===== src/rtl/knn_pkg.sv =====
// Shared kNN types: coordinate width, BDU dimension codes, point/tag types,
// streamer states and the bit picker used by point_shreg.
package knn_pkg;

    localparam int B    = 32;
    localparam int ID_W = 16;
    localparam int BW   = $clog2(B + 1);

    localparam logic [1:0] CODE_NONE = 2'b00;
    localparam logic [1:0] CODE_X    = 2'b01;
    localparam logic [1:0] CODE_Y    = 2'b10;
    localparam logic [1:0] CODE_Z    = 2'b11;

    typedef struct packed {
        logic [B-1:0] x;
        logic [B-1:0] y;
        logic [B-1:0] z;
    } point_t;

    typedef logic [ID_W-1:0] ref_tag_t;

    typedef enum logic [1:0] {
        S_IDLE,
        S_READY,
        S_STREAM,
        S_DRAIN
    } state_t;

    // Bit [B-b] of the dimension selected by code; b = 1 is the MSB.
    // b = 0 shifts everything out and yields 0.
    function automatic logic pick_bit(point_t p, logic [BW-1:0] b,
                                      logic [1:0] code);
        logic [B-1:0] w;
        logic [B-1:0] s;
        case (code)
            CODE_X:  w = p.x;
            CODE_Y:  w = p.y;
            CODE_Z:  w = p.z;
            default: w = '0;
        endcase
        s = w >> (B - int'(b));
        return s[0];
    endfunction

endpackage


===== src/rtl/point_shreg.sv =====
// Holds one point and returns the bit addressed by b/code.
// Ports: clk, rst_n, ld/d (load), b/code (address), sel_bit (addressed bit).
module point_shreg
    import knn_pkg::*;
(
    input  logic          clk,
    input  logic          rst_n,
    input  logic          ld,
    input  point_t        d,
    input  logic [BW-1:0] b,
    input  logic [1:0]    code,
    output logic          sel_bit
);

    point_t pt;

    always_ff @(posedge clk or negedge rst_n) begin
        if (!rst_n) begin
            pt <= '0;
        end else if (ld) begin
            pt <= d;
        end
    end

    // Looks ahead to the point being loaded so the caller can register
    // the first bit of a fresh point on the same edge that loads it.
    assign sel_bit = pick_bit(ld ? d : pt, b, code);

endmodule


===== src/rtl/bdu_bit_streamer.sv =====
// Serializes query/reference points MSB first, x,y,z interleaved, into one
// BDU lane and retires each reference on terminate/done.
// Ports: clk, rst_n; q_load/q_ready/q_x..z (query); ref_valid/ref_ready/
// ref_x..z/ref_id (reference); bdu_terminate/bdu_done (BDU verdict);
// valid/q_bit/r_bit/code/b (BDU inputs); retire/retire_kept/retire_id.
// Option: BDU_STREAM_PREFETCH_EN adds a one-entry prefetch buffer.
module bdu_bit_streamer #(
    parameter int B    = knn_pkg::B,
    parameter int ID_W = knn_pkg::ID_W
) (
    input  logic                   clk,
    input  logic                   rst_n,
    input  logic                   q_load,
    output logic                   q_ready,
    input  logic [B-1:0]           q_x,
    input  logic [B-1:0]           q_y,
    input  logic [B-1:0]           q_z,
    input  logic                   ref_valid,
    output logic                   ref_ready,
    input  logic [B-1:0]           ref_x,
    input  logic [B-1:0]           ref_y,
    input  logic [B-1:0]           ref_z,
    input  logic [ID_W-1:0]        ref_id,
    input  logic                   bdu_terminate,
    input  logic                   bdu_done,
    output logic                   valid,
    output logic                   q_bit,
    output logic                   r_bit,
    output logic [1:0]             code,
    output logic [$clog2(B+1)-1:0] b,
    output logic                   retire,
    output logic                   retire_kept,
    output logic [ID_W-1:0]        retire_id
);
    import knn_pkg::*;

    localparam int NB = $clog2(B + 1);

    state_t          state;
    point_t          q_in;
    point_t          r_in;
    logic            hs;
    logic            q_acc;
    logic            last;
    logic            leave;
    logic            start;
    logic [NB-1:0]   nb;
    logic [1:0]      ncode;
    logic            q_nbit;
    logic            r_nbit;
    logic [ID_W-1:0] cur_id;

    assign q_in  = {q_x, q_y, q_z};
    assign r_in  = {ref_x, ref_y, ref_z};
    assign hs    = ref_valid && ref_ready;
    assign q_acc = q_load && q_ready;
    assign last  = (b == NB'(B)) && (code == CODE_Z);
    assign leave = (state == S_STREAM && bdu_terminate) ||
                   (state == S_DRAIN && (bdu_done || bdu_terminate));

    // Address of the bit registered at the next edge.
    always_comb begin
        nb    = b;
        ncode = code;
        if (start) begin
            nb    = NB'(1);
            ncode = CODE_X;
        end else if (code == CODE_Z) begin
            nb    = b + NB'(1);
            ncode = CODE_X;
        end else begin
            ncode = code + 2'd1;
        end
    end

    point_shreg u_query (
        .clk     (clk),
        .rst_n   (rst_n),
        .ld      (q_acc),
        .d       (q_in),
        .b       (nb),
        .code    (ncode),
        .sel_bit (q_nbit)
    );

`ifdef BDU_STREAM_PREFETCH_EN
    // Two ref slots used ping-pong: one active, the other is the
    // prefetch buffer. A start on exit simply flips the active slot.
    logic            act;
    logic            na;
    logic            tgt;
    logic            pf_full;
    logic            pf_fill;
    logic            ld0;
    logic            ld1;
    logic            sel0;
    logic            sel1;
    logic [ID_W-1:0] id0;
    logic [ID_W-1:0] id1;

    assign ref_ready = !pf_full && (state != S_IDLE);
    assign q_ready   = !pf_full &&
                       (state == S_IDLE || state == S_READY);
    assign start     = (state == S_READY && hs) ||
                       (leave && (pf_full || hs));
    assign pf_fill   = hs && !leave &&
                       (state == S_STREAM || state == S_DRAIN);
    assign tgt       = (state == S_READY) ? act : !act;
    assign ld0       = hs && !tgt;
    assign ld1       = hs && tgt;
    assign na        = (leave && start) ? !act : act;
    assign cur_id    = act ? id1 : id0;
    assign r_nbit    = na ? sel1 : sel0;

    point_shreg u_ref0 (
        .clk     (clk),
        .rst_n   (rst_n),
        .ld      (ld0),
        .d       (r_in),
        .b       (nb),
        .code    (ncode),
        .sel_bit (sel0)
    );

    point_shreg u_ref1 (
        .clk     (clk),
        .rst_n   (rst_n),
        .ld      (ld1),
        .d       (r_in),
        .b       (nb),
        .code    (ncode),
        .sel_bit (sel1)
    );

    always_ff @(posedge clk or negedge rst_n) begin
        if (!rst_n) begin
            act     <= 1'b0;
            pf_full <= 1'b0;
            id0     <= '0;
            id1     <= '0;
        end else begin
            act <= na;
            if (ld0) id0 <= ref_id;
            if (ld1) id1 <= ref_id;
            if (leave && pf_full) begin
                pf_full <= 1'b0;
            end else if (pf_fill) begin
                pf_full <= 1'b1;
            end
        end
    end
`else
    logic [ID_W-1:0] act_id;

    assign ref_ready = (state == S_READY);
    assign q_ready   = (state == S_IDLE || state == S_READY);
    assign start     = (state == S_READY) && hs;
    assign cur_id    = act_id;

    point_shreg u_ref (
        .clk     (clk),
        .rst_n   (rst_n),
        .ld      (start),
        .d       (r_in),
        .b       (nb),
        .code    (ncode),
        .sel_bit (r_nbit)
    );

    always_ff @(posedge clk or negedge rst_n) begin
        if (!rst_n) begin
            act_id <= '0;
        end else if (start) begin
            act_id <= ref_id;
        end
    end
`endif

    always_ff @(posedge clk or negedge rst_n) begin
        if (!rst_n) begin
            state       <= S_IDLE;
            valid       <= 1'b0;
            q_bit       <= 1'b0;
            r_bit       <= 1'b0;
            code        <= CODE_NONE;
            b           <= '0;
            retire      <= 1'b0;
            retire_kept <= 1'b0;
            retire_id   <= '0;
        end else begin
            retire      <= leave;
            retire_kept <= leave && !bdu_terminate;
            if (leave) retire_id <= cur_id;
            if (start) begin
                state <= S_STREAM;
                valid <= 1'b1;
                b     <= nb;
                code  <= ncode;
                q_bit <= q_nbit;
                r_bit <= r_nbit;
            end else if (leave) begin
                state <= S_READY;
                valid <= 1'b0;
                b     <= '0;
                code  <= CODE_NONE;
                q_bit <= 1'b0;
                r_bit <= 1'b0;
            end else begin
                unique case (state)
                    S_IDLE: begin
                        if (q_acc) state <= S_READY;
                    end
                    S_STREAM: begin
                        if (last) begin
                            state <= S_DRAIN;
                            valid <= 1'b0;
                            b     <= '0;
                            code  <= CODE_NONE;
                            q_bit <= 1'b0;
                            r_bit <= 1'b0;
                        end else begin
                            b     <= nb;
                            code  <= ncode;
                            q_bit <= q_nbit;
                            r_bit <= r_nbit;
                        end
                    end
                    S_READY: ;
                    S_DRAIN: ;
                endcase
            end
        end
    end

endmodule


===== config.mk =====
export PLATFORM = sky130hd
export DESIGN_NAME = bdu_bit_streamer
export DESIGN_NICKNAME = d
export VERILOG_FILES = /design/src/rtl/knn_pkg.sv /design/src/rtl/point_shreg.sv /design/src/rtl/bdu_bit_streamer.sv
export SDC_FILE = /design/constraint.sdc
export NUM_CORES = 1
export LEC_CHECK = 0
export CAP_MARGIN = 20
export CORE_MARGIN = 3
export CORE_UTILIZATION = 45
export CTS_CLUSTER_DIAMETER = 100
export CTS_CLUSTER_SIZE = 40
export DETAILED_ROUTE_END_ITERATION = 10
export PLACE_DENSITY = 0.76
export SLEW_MARGIN = 25
export SYNTH_ARGS = -nofsm -noshare
export SYNTH_HDL_FRONTEND = slang
export SYNTH_SLANG_ARGS = --single-unit

===== constraint.sdc =====
create_clock -name clk -period 4.2 [get_ports clk]
set_clock_uncertainty 0.05 [all_clocks]
set_input_delay 0.42 -clock clk [delete_from_list [all_inputs] [get_ports clk]]
set_output_delay 0.42 -clock clk [all_outputs]
set_load 0.03 [all_outputs]

==> impl_metrics.toml, run 1 <==
[status]
status = "finished, final reports clean"

[placement]
dp_cells = 1802
place_ws_ns = 0.745
place_hpwl_um = 23200
io_buffers = 244
globalplace.congestion = 0.838

[power]
power_switching_mw = 4.58
power_frac_seq_pct = 36.0
power_switching_share_pct = 44.0
pwr-share-clk_pct = 12.1
comb_power_share_pct = 51.9
p_total_mw = 10.4
p_leak_nw = 6.82
ir_drop_mv = 0.450
p_int_mw = 5.84
pwr_density_cell_nw_per_um2 = 730

[route]
via_per_inst = 5.31
ant_nets = 0
dr.pass1.iters = 5
drt_first_iter_violations = 740
vias = 9671
drc = 0
wl_per_cell_um = 17.7
wirelength_um = 32300

[setup_path]
crit_type = "reg -> reg"
startpoint_type = "flip-flop"
critPathMaxFanout = 9
cp.required_ns = 4.54
end_kind = "flip-flop"
arrival_ns = 3.69

[cells_and_area]
multiInputGateArea_um2 = 4810
syn_to_final_growth_pct = 26.6
finalNonFillerCells = 1820
n_fill_cell = 2215
nets = 1710
layout-drive-gt1-share_pct = 6.29
seq_area_um2 = 5980

[sta]
slew_headroom_pct = 47.5
setup_tns_ns = 0
layout_setup_ws_ns = 0.851
max_clock_freq_ghz = 0.299
rsz0062_at_grt = "false"
max_slew.worst_pin.slew_ns = 0.785
finalCritPeriodShare_pct = 79.7
layout_min_cycle_time_ns = 3.35
final_max_slew_viol_count = 0
hold_viol = 0
hold-worst-slack_ns = 0.378
finalSetupViolCount = 0

[synth]
yosysTopAreaCellShare_pct = 53.0
synth_edf_count = 0
ys_ff_latch = 239
async_reset_ff_share_pct = 100
syn_avg_cell_area_um2 = 8.75
yosysUniqueCellTypes = 66
synth_fp_nets = 1508
synth.area.top_cells = "dfrtp_1, nand2_1, mux2_2, a221oi_1, a21oi_1"
syn_inst = 1289
seq_area_frac_synth_pct = 53.0
netlist_area_um2 = 11300
synth_area_leader_cell = "dfrtp_1"
synth_ff_type = "dfrtp_1"
yosysWarnings = 0

[clock_tree]
cts_sinks = 239
cts_tree = "yes"
cts-resized-gates = 0
clk_latency_ns = 0.49
htreeDepth = 1
clkSlewWorstSetupHoldPaths_ns = 0.14
numCtsBuffers = 10
cts.path.max_buffers = 3
clockRootBuffer = "clkbuf_16"

[global_routing]
grt_use_total_pct = 23.6
grt_pass1_vias = 9316
grt_pass1_wl_um = 50400
grt_max_degree = 110
antenna_found_initial = 2
grt_overflow_total = 0

[die]
start_util_pct = 46.1
coreArea_um2 = 24500
io-pin-count = 245
die_w_um = 164
row_count = 57
dieHeight_um = 164
dieArea_um2 = 27000

[min_path]
hold_class = "in -> reg"

[job]
max-cap-violations = 0
## worst paths after layout
path | depth (start not counted) | slack, ns | startpoint | to
min | 3 | 0.38 | ref_y[24] | u_ref.pt[56]
max | 14 | 0.85 | b[0] | q_bit
min in group asynchronous | 2 | 0.46 | rst_n | u_query.pt[19]
max reg2reg | 14 | 0.85 | b[0] | q_bit
max in group asynchronous | 3 | 2.53 | rst_n | u_ref.pt[93]
min reg2reg | 2 | 0.43 | act_id[8] | retire_id[8]
## cell usage after synthesis (all sizes together), types with 2 or more instances
| cell type | count |
|---|---|
| a211oi | 8 |
| a21o | 2 |
| a21oi | 34 |
| a221o | 3 |
| a221oi | 38 |
| a22o | 2 |
| a22oi | 13 |
| a31oi | 5 |
| and3 | 2 |
| and3b | 2 |
| and4 | 3 |
| buf | 46 |
| clkbuf | 37 |
| dfrtp | 239 |
| ha | 5 |
| inv | 14 |
| mux2 | 33 |
| mux2i | 16 |
| nand2 | 618 |
| nand2b | 4 |
| nand3 | 12 |
| nand4 | 2 |
| nor2 | 39 |
| nor2b | 3 |
| nor3 | 13 |
| o211ai | 10 |
| o21ai | 35 |
| o221ai | 3 |
| o22ai | 6 |
| o311a | 4 |
| o311ai | 2 |
| o31ai | 4 |
| or3 | 9 |
| xnor2 | 3 |
| xor2 | 5 |
## cell usage in the layout, fill, tap and decap left out, types with 3 or more instances in the layout
cell type        synthesis  routed
nand2_1                616     615
clkdlybuf4s50_1          0     243
dfrtp_1                239     239
a221oi_1                36      36
nor2_1                  36      36
o21ai_0                 34      34
a21oi_1                 34      34
mux2_2                  32      32
buf_4                    3      26
mux2i_1                 16      16
inv_1                   13      13
a22oi_1                 13      13
nand3_1                 12      12
nor3_1                  12      12
clkbuf_16                0      11
o211ai_1                10      10
or3_1                    9       9
a211oi_1                 8       8
o22ai_1                  6       6
xor2_1                   5       5
a31oi_1                  5       5
ha_1                     5       5
o311a_1                  4       4
o31ai_1                  4       4
nand2b_1                 3       3
and4_1                   3       3
a221o_1                  3       3
nand2_2                  2       3
## final cells by class
type	count	share of cell area, %
antenna	2	0.0350
clock buffer	12	1.95
clock inverter	3	0.342
inverter	15	0.394
multi-input combinational	952	33.7
sequential	239	41.9
tap	324	2.84
timing repair buffer	273	18.9
## power groups by stage
stage / Sequential, mW / Combinational [mW] / Clock, mW
2_1_floorplan: 3.83 / 3.61 / 0
3_3_place_gp: 3.76 / 5.25 / 0
3_5_place_dp: 3.80 / 5.36 / 0
4_1_cts: 3.75 / 5.39 / 1.28
5_1_grt: 3.86 / 5.95 / 1.36
6_report: 3.76 / 5.40 / 1.26
## sequential cells by signal, summed over array words and instances (netlist names)
signal       flops
r_bit            1
act_id          16
u_ref.pt        96
valid            1
state            2
retire           1
code             2
q_bit            1
b                6
u_query.pt      96
retire_kept      1
retire_id       16
## critical path: stages (launching register included)
cell	delay, ns
dfrtp_1	0.65
inv_1	0.13
ha_1	0.35
nand2_1	0.06
o21ai_0	0.07
nand2_1	0.09
ha_1	0.31
inv_1	0.12
a221oi_1	0.32
o21ai_0	0.14
and4_1	0.23
a211oi_1	0.29
a21o_1	0.16
o221a_2	0.18
o221ai_2	0.10
## what timing repair did
| action | in CTS | in global routing |
|---|---|---|
| endpoints found under the hold margin | 79 | 0 |
| hold buffers | 1 | 0 |
| buffers inserted | 0 | 0 |
## per-layer routing
metal / up-vias / GRT usage, % / share of wire [%]
li1: 4653 / - / -
met1: 4620 / 34.1 / 45
met2: 362 / 38.1 / 47
met3: 34 / 3.63 / 7.0
met4: 2 / 4.58 / 1.7
met5: - / 0 / 0.034
## kinds of logic (layout without fill, tap and decap cells)
group,Yosys count,after routing,share of synthesized area [%]
AO/OA/AOI/OAI,175,175,10.9
XOR/XNOR,8,8,0.787
adder cells (fa/ha/maj),5,5,0.554
buffers and inverters,98,303,4.47
flip-flops,239,239,53.0
multiplexers,50,50,4.95
other,0,2,0
AND/OR/NAND/NOR,714,714,25.4
## metrics by stage
step	instance area (µm²)	utilization (%)
global route	14300	58.4
CTS	14300	58.4
global placement	13900	57.0
floorplan	11300	-
detailed placement	13900	57.0
finish	14300	58.4
No activity file was read; power rests on OpenSTA's default activity.
==> inputs of run 2 (changes only) <==
PLACE_DENSITY = 0.79   (was 0.76)
clock period = 2.74 ns   (was 4.2 ns; I/O delays follow)
==> run 2 against run 1 <==
Compared with the run above: die area is the same; setup slack lost 0.77 ns; final cell count grew 4.1%; design area grew 6.1%; sequential cell count is the same; critical endpoint unchanged; worst hold slack lost 0.14 ns; sequential power grew 53%.
==> impl_metrics.toml, run 2 (synthesized netlist as in run 1, its figures left out) <==
[power]
p_leak_nw = 7.26
ir_drop_mv = 0.637
p_total_mw = 17.5
pwr_density_cell_nw_per_um2 = 1150

[status]
status = "finished, final reports clean"

[sta]
max_clock_freq_ghz = 0.377
hold_viol = 0
finalSetupViolCount = 0
layout_setup_ws_ns = 0.0853
slew_headroom_pct = 57.0
rsz0062_at_grt = "true"
max_slew.worst_pin.slew_ns = 0.645
finalCritPeriodShare_pct = 96.9
layout_min_cycle_time_ns = 2.65
final_max_slew_viol_count = 0

[setup_path]
r2r_cells = 10
arrival_ns = 3.00
r2r_setup_slack_ns = 0.09
r2r-end = "q_bit"
critPathMaxFanout = 13
end_kind = "flip-flop"
startpoint = "state[1]"
startpoint_type = "flip-flop"
cp.required_ns = 3.08
crit_path_end = "q_bit"
crit_type = "reg -> reg"
r2r_start = "state[1]"

[placement]
place_hpwl_um = 24300
globalplace.congestion = 0.847
place_ws_ns = -0.200
io_buffers = 244

[die]
io-pin-count = 245
dieHeight_um = 164
row_count = 57
dieArea_um2 = 27000
coreArea_um2 = 24500
start_util_pct = 46.1
die_w_um = 164

[min_path]
hold_class = "in -> reg"

[route]
drt_first_iter_violations = 894
via_per_inst = 5.35
vias = 10100
dr.pass1.iters = 5
drc = 0
ant_nets = 0
wl_per_cell_um = 17.7
wirelength_um = 33500

[global_routing]
top_usage_layer = "met2"
grt_pass1_vias = 10100
antenna_found_initial = 3
grtUsageMet1_pct = 34.3
grt_use_total_pct = 24.5
grtUsageMet2_pct = 39.6
grt_pass1_wl_um = 52500
grt_max_degree = 106
use_met3_pct = 4.19
grt_overflow_total = 0

[job]
max-cap-violations = 0

[clock_tree]
numCtsBuffers = 10
htreeDepth = 1
cts.path.max_buffers = 3
clk_latency_ns = 0.47
clkSlewWorstSetupHoldPaths_ns = 0.14
cts_sinks = 239
clockRootBuffer = "clkbuf_16"
cts_tree = "yes"

[cells_and_area]
final_common_cell = "nand2_1"
syn_to_final_growth_pct = 34.2
mostFrequentLayoutCells = "nand2_1, clkdlybuf4s50_1, dfrtp_1, buf_4, nor2_1"
layout-drive-gt1-share_pct = 12.5
top_regs = "u_query.pt (96), u_ref.pt (96)"
nets = 1785
post-route-util_pct = 61.9
[run 2: final cells by class]
class                      instances  area (µm²)
sequential                       239        5980
multi-input combinational        952        4970
clock inverter                     4        48.8
inverter                          15        58.8
antenna                            2        5.00
clock buffer                      11         275
tap                              324         405
timing repair buffer             348        3400
fill                            2060        9310
[run 2: worst min-delay path by stage]
stage,startpoint,endpoint,cells after the start
final,ref_z[21],u_ref.pt[21],3
after global routing,ref_z[20],u_ref.pt[20],3
after CTS,ref_z[21],u_ref.pt[21],3
after detailed placement,rst_n,u_query.pt[40],1
after global placement,rst_n,u_query.pt[76],1
after floorplan,rst_n,act_id[0],0
[run 2: routing by layer]
| metal | up-vias | part of all wire (%) |
|---|---|---|
| met5 | - | 0.039 |
| met4 | 2 | 2.6 |
| met3 | 69 | 8.3 |
| met2 | 447 | 47 |
| met1 | 4804 | 42 |
| li1 | 4815 | - |
[run 2: stage by stage]
step / TNS [ns] / std cells / cell area [µm²] / hold WS [ns]
2_1_floorplan: -0.249 / 1289 / 11400 / -0.0716
3_3_place_gp: -0.221 / 1863 / 14600 / 0.263
3_5_place_dp: -0.319 / 1863 / 14600 / 0.263
4_1_cts: 0 / 1880 / 14900 / 0.231
5_1_grt: -0.0863 / 1895 / 15100 / 0.231
6_report: 0 / 1895 / 15100 / 0.242
[run 2: power by group]
group          internal (mW)  total [mW]  switching (mW)
Sequential              5.04        5.75           0.712
Combinational           4.22        9.85            5.62
Clock                  0.771        1.90            1.13
Total                   10.0        17.5            7.46
[run 2: timing repair]
item / 4_1_cts / 5_1_grt
gates resized for setup: 6 / 19
setup endpoints to repair: 2 / 2
hold buffers: 1 / 0
gates cloned: 0 / 0
pin swaps: 1 / 9
setup buffers: 1 / 13
hold endpoints to repair: 76 / 0
[run 2: critical path, cell delays in order, from the launching register on]
cell and delay, ns:
dfrtp_2 0.50, nand3b_1 0.28, buf_4 0.22, nand2_4 0.06, ha_4 0.22, buf_4 0.14
buf_4 0.18, o311a_1 0.35, or3_1 0.37, o31ai_2 0.08, o221ai_2 0.11
==> inputs of run 3 (changes only) <==
SETUP_SLACK_MARGIN = 0.02   (was not set)
==> run 3 against run 2 <==
Compared with the run above: non-clock buffer count down 3; final cell count fell by 0.11%; utilization shrank 0.067 points; sequential cell count is the same; global-route usage barely moved; via count hardly changed; count of clock-buffer cells in the layout did not move; combinational power down 0.4%; maximum frequency barely moved.
==> impl_metrics.toml, run 3 (synthesized netlist as in run 1, its figures left out) <==
[sta]
hold-worst-slack_ns = 0.241
setup_tns_ns = 0
layout_min_cycle_time_ns = 2.66
layout_setup_ws_ns = 0.0850
final_max_slew_viol_count = 0
hold_viol = 0
slew_headroom_pct = 57.0
max_slew.worst_pin.slew_ns = 0.644
max_clock_freq_ghz = 0.377
finalCritPeriodShare_pct = 96.9
rsz0062_at_grt = "true"
finalSetupViolCount = 0

[die]
dieArea_um2 = 27000
die_w_um = 164
io-pin-count = 245
dieHeight_um = 164
row_count = 57
start_util_pct = 46.1
coreArea_um2 = 24500

[placement]
io_buffers = 244
globalplace.congestion = 0.847
place_hpwl_um = 24300
place_ws_ns = -0.200
place_area_um2 = 14600
dp_cells = 1863

[clock_tree]
cts_tree = "yes"
clockRootBuffer = "clkbuf_16"
cts_sinks = 239
numCtsBuffers = 10
cts.path.max_buffers = 3
htreeDepth = 1
clkSlewWorstSetupHoldPaths_ns = 0.14
clk_latency_ns = 0.47

[setup_path]
cp.required_ns = 3.09
r2r_setup_slack_ns = 0.08
crit_type = "reg -> reg"
end_kind = "flip-flop"
r2r-end = "q_bit"
startpoint = "state[1]"
startpoint_type = "flip-flop"
r2r_start = "state[1]"
critPathMaxFanout = 13
r2r_cells = 10
crit_path_end = "q_bit"
arrival_ns = 3.00

[cells_and_area]
finalNonFillerCells = 1893
final_common_cell = "nand2_1"
multiInputGateArea_um2 = 4970
n_fill_cell = 2071
top_regs = "u_query.pt (96), u_ref.pt (96)"
syn_to_final_growth_pct = 34.1
finalInstanceArea_um2 = 15100
nets = 1782
mostFrequentLayoutCells = "nand2_1, clkdlybuf4s50_1, dfrtp_1, buf_4, nor2_1"
post-route-util_pct = 61.9
layout-drive-gt1-share_pct = 12.5
seq_area_um2 = 5980

[power]
p_leak_nw = 7.25
ir_drop_mv = 0.637
p_total_mw = 17.5
pwr_density_cell_nw_per_um2 = 1150

[global_routing]
grt_pass1_wl_um = 52600
grt_max_degree = 106
grt_overflow_total = 0
grt_pass1_vias = 10100
grt_use_total_pct = 24.5
antenna_found_initial = 3

[min_path]
hold_class = "in -> reg"

[route]
vias = 10100
ant_nets = 0
wl_met3_um = 2910
wl_met2_um = 15700
dr.pass1.iters = 7
wl_per_cell_um = 17.6
via_per_inst = 5.35
wl_met1_um = 13900
drc = 0
top_layer_used = "met5"
wirelength_um = 33400
drt_first_iter_violations = 911

[job]
max-cap-violations = 0

[status]
status = "finished, final reports clean"
## run 3: power by group
group | switching (mW) | internal, mW | leakage [nW]
Clock | 1.13 | 0.771 | 0.160
Sequential | 0.712 | 5.04 | 2.94
Combinational | 5.60 | 4.21 | 4.15
## run 3: worst max-delay path, cell delays in order, from the launching register on
cell,delay [ns]
dfrtp_2,0.50
nand3b_1,0.29
buf_4,0.22
nand2_4,0.06
ha_4,0.22
buf_4,0.14
buf_4,0.18
o311a_1,0.35
or3_1,0.37
o31ai_2,0.08
o221ai_2,0.11
## run 3: what timing repair did
action,4_1_cts,5_1_grt
buffers inserted,1,10
hold endpoints to repair,76,0
gates resized for setup,7,22
pin swaps,1,12
setup endpoints to repair,2,2
hold buffers,1,0
## run 3: cell type report
type	instances	share of cell area, %
Inverter	15	0.389
Clock buffer	11	1.82
Multi-Input combinational cell	952	32.8
Timing Repair Buffer	345	22.4
Sequential cell	239	39.5
Antenna cell	3	0.0496
Clock inverter	4	0.322
Tap cell	324	2.68
## run 3: worst min path at each step
stage	to	cells after the start	from	slack, ns
2_1_floorplan	act_id[0]	0	rst_n	-0.07
3_3_place_gp	u_query.pt[76]	1	rst_n	0.26
3_5_place_dp	u_query.pt[40]	1	rst_n	0.26
4_1_cts	u_ref.pt[21]	3	ref_z[21]	0.23
5_1_grt	u_ref.pt[20]	3	ref_z[20]	0.23
6_report	u_ref.pt[21]	3	ref_z[21]	0.24
## run 3: routing by layer
| metal | vias to the layer above | GRT usage, % |
|---|---|---|
| li1 | 4812 | - |
| met1 | 4795 | 34.3 |
| met2 | 455 | 39.6 |
| met3 | 66 | 4.19 |
| met4 | 2 | 6.88 |
| met5 | - | 0 |
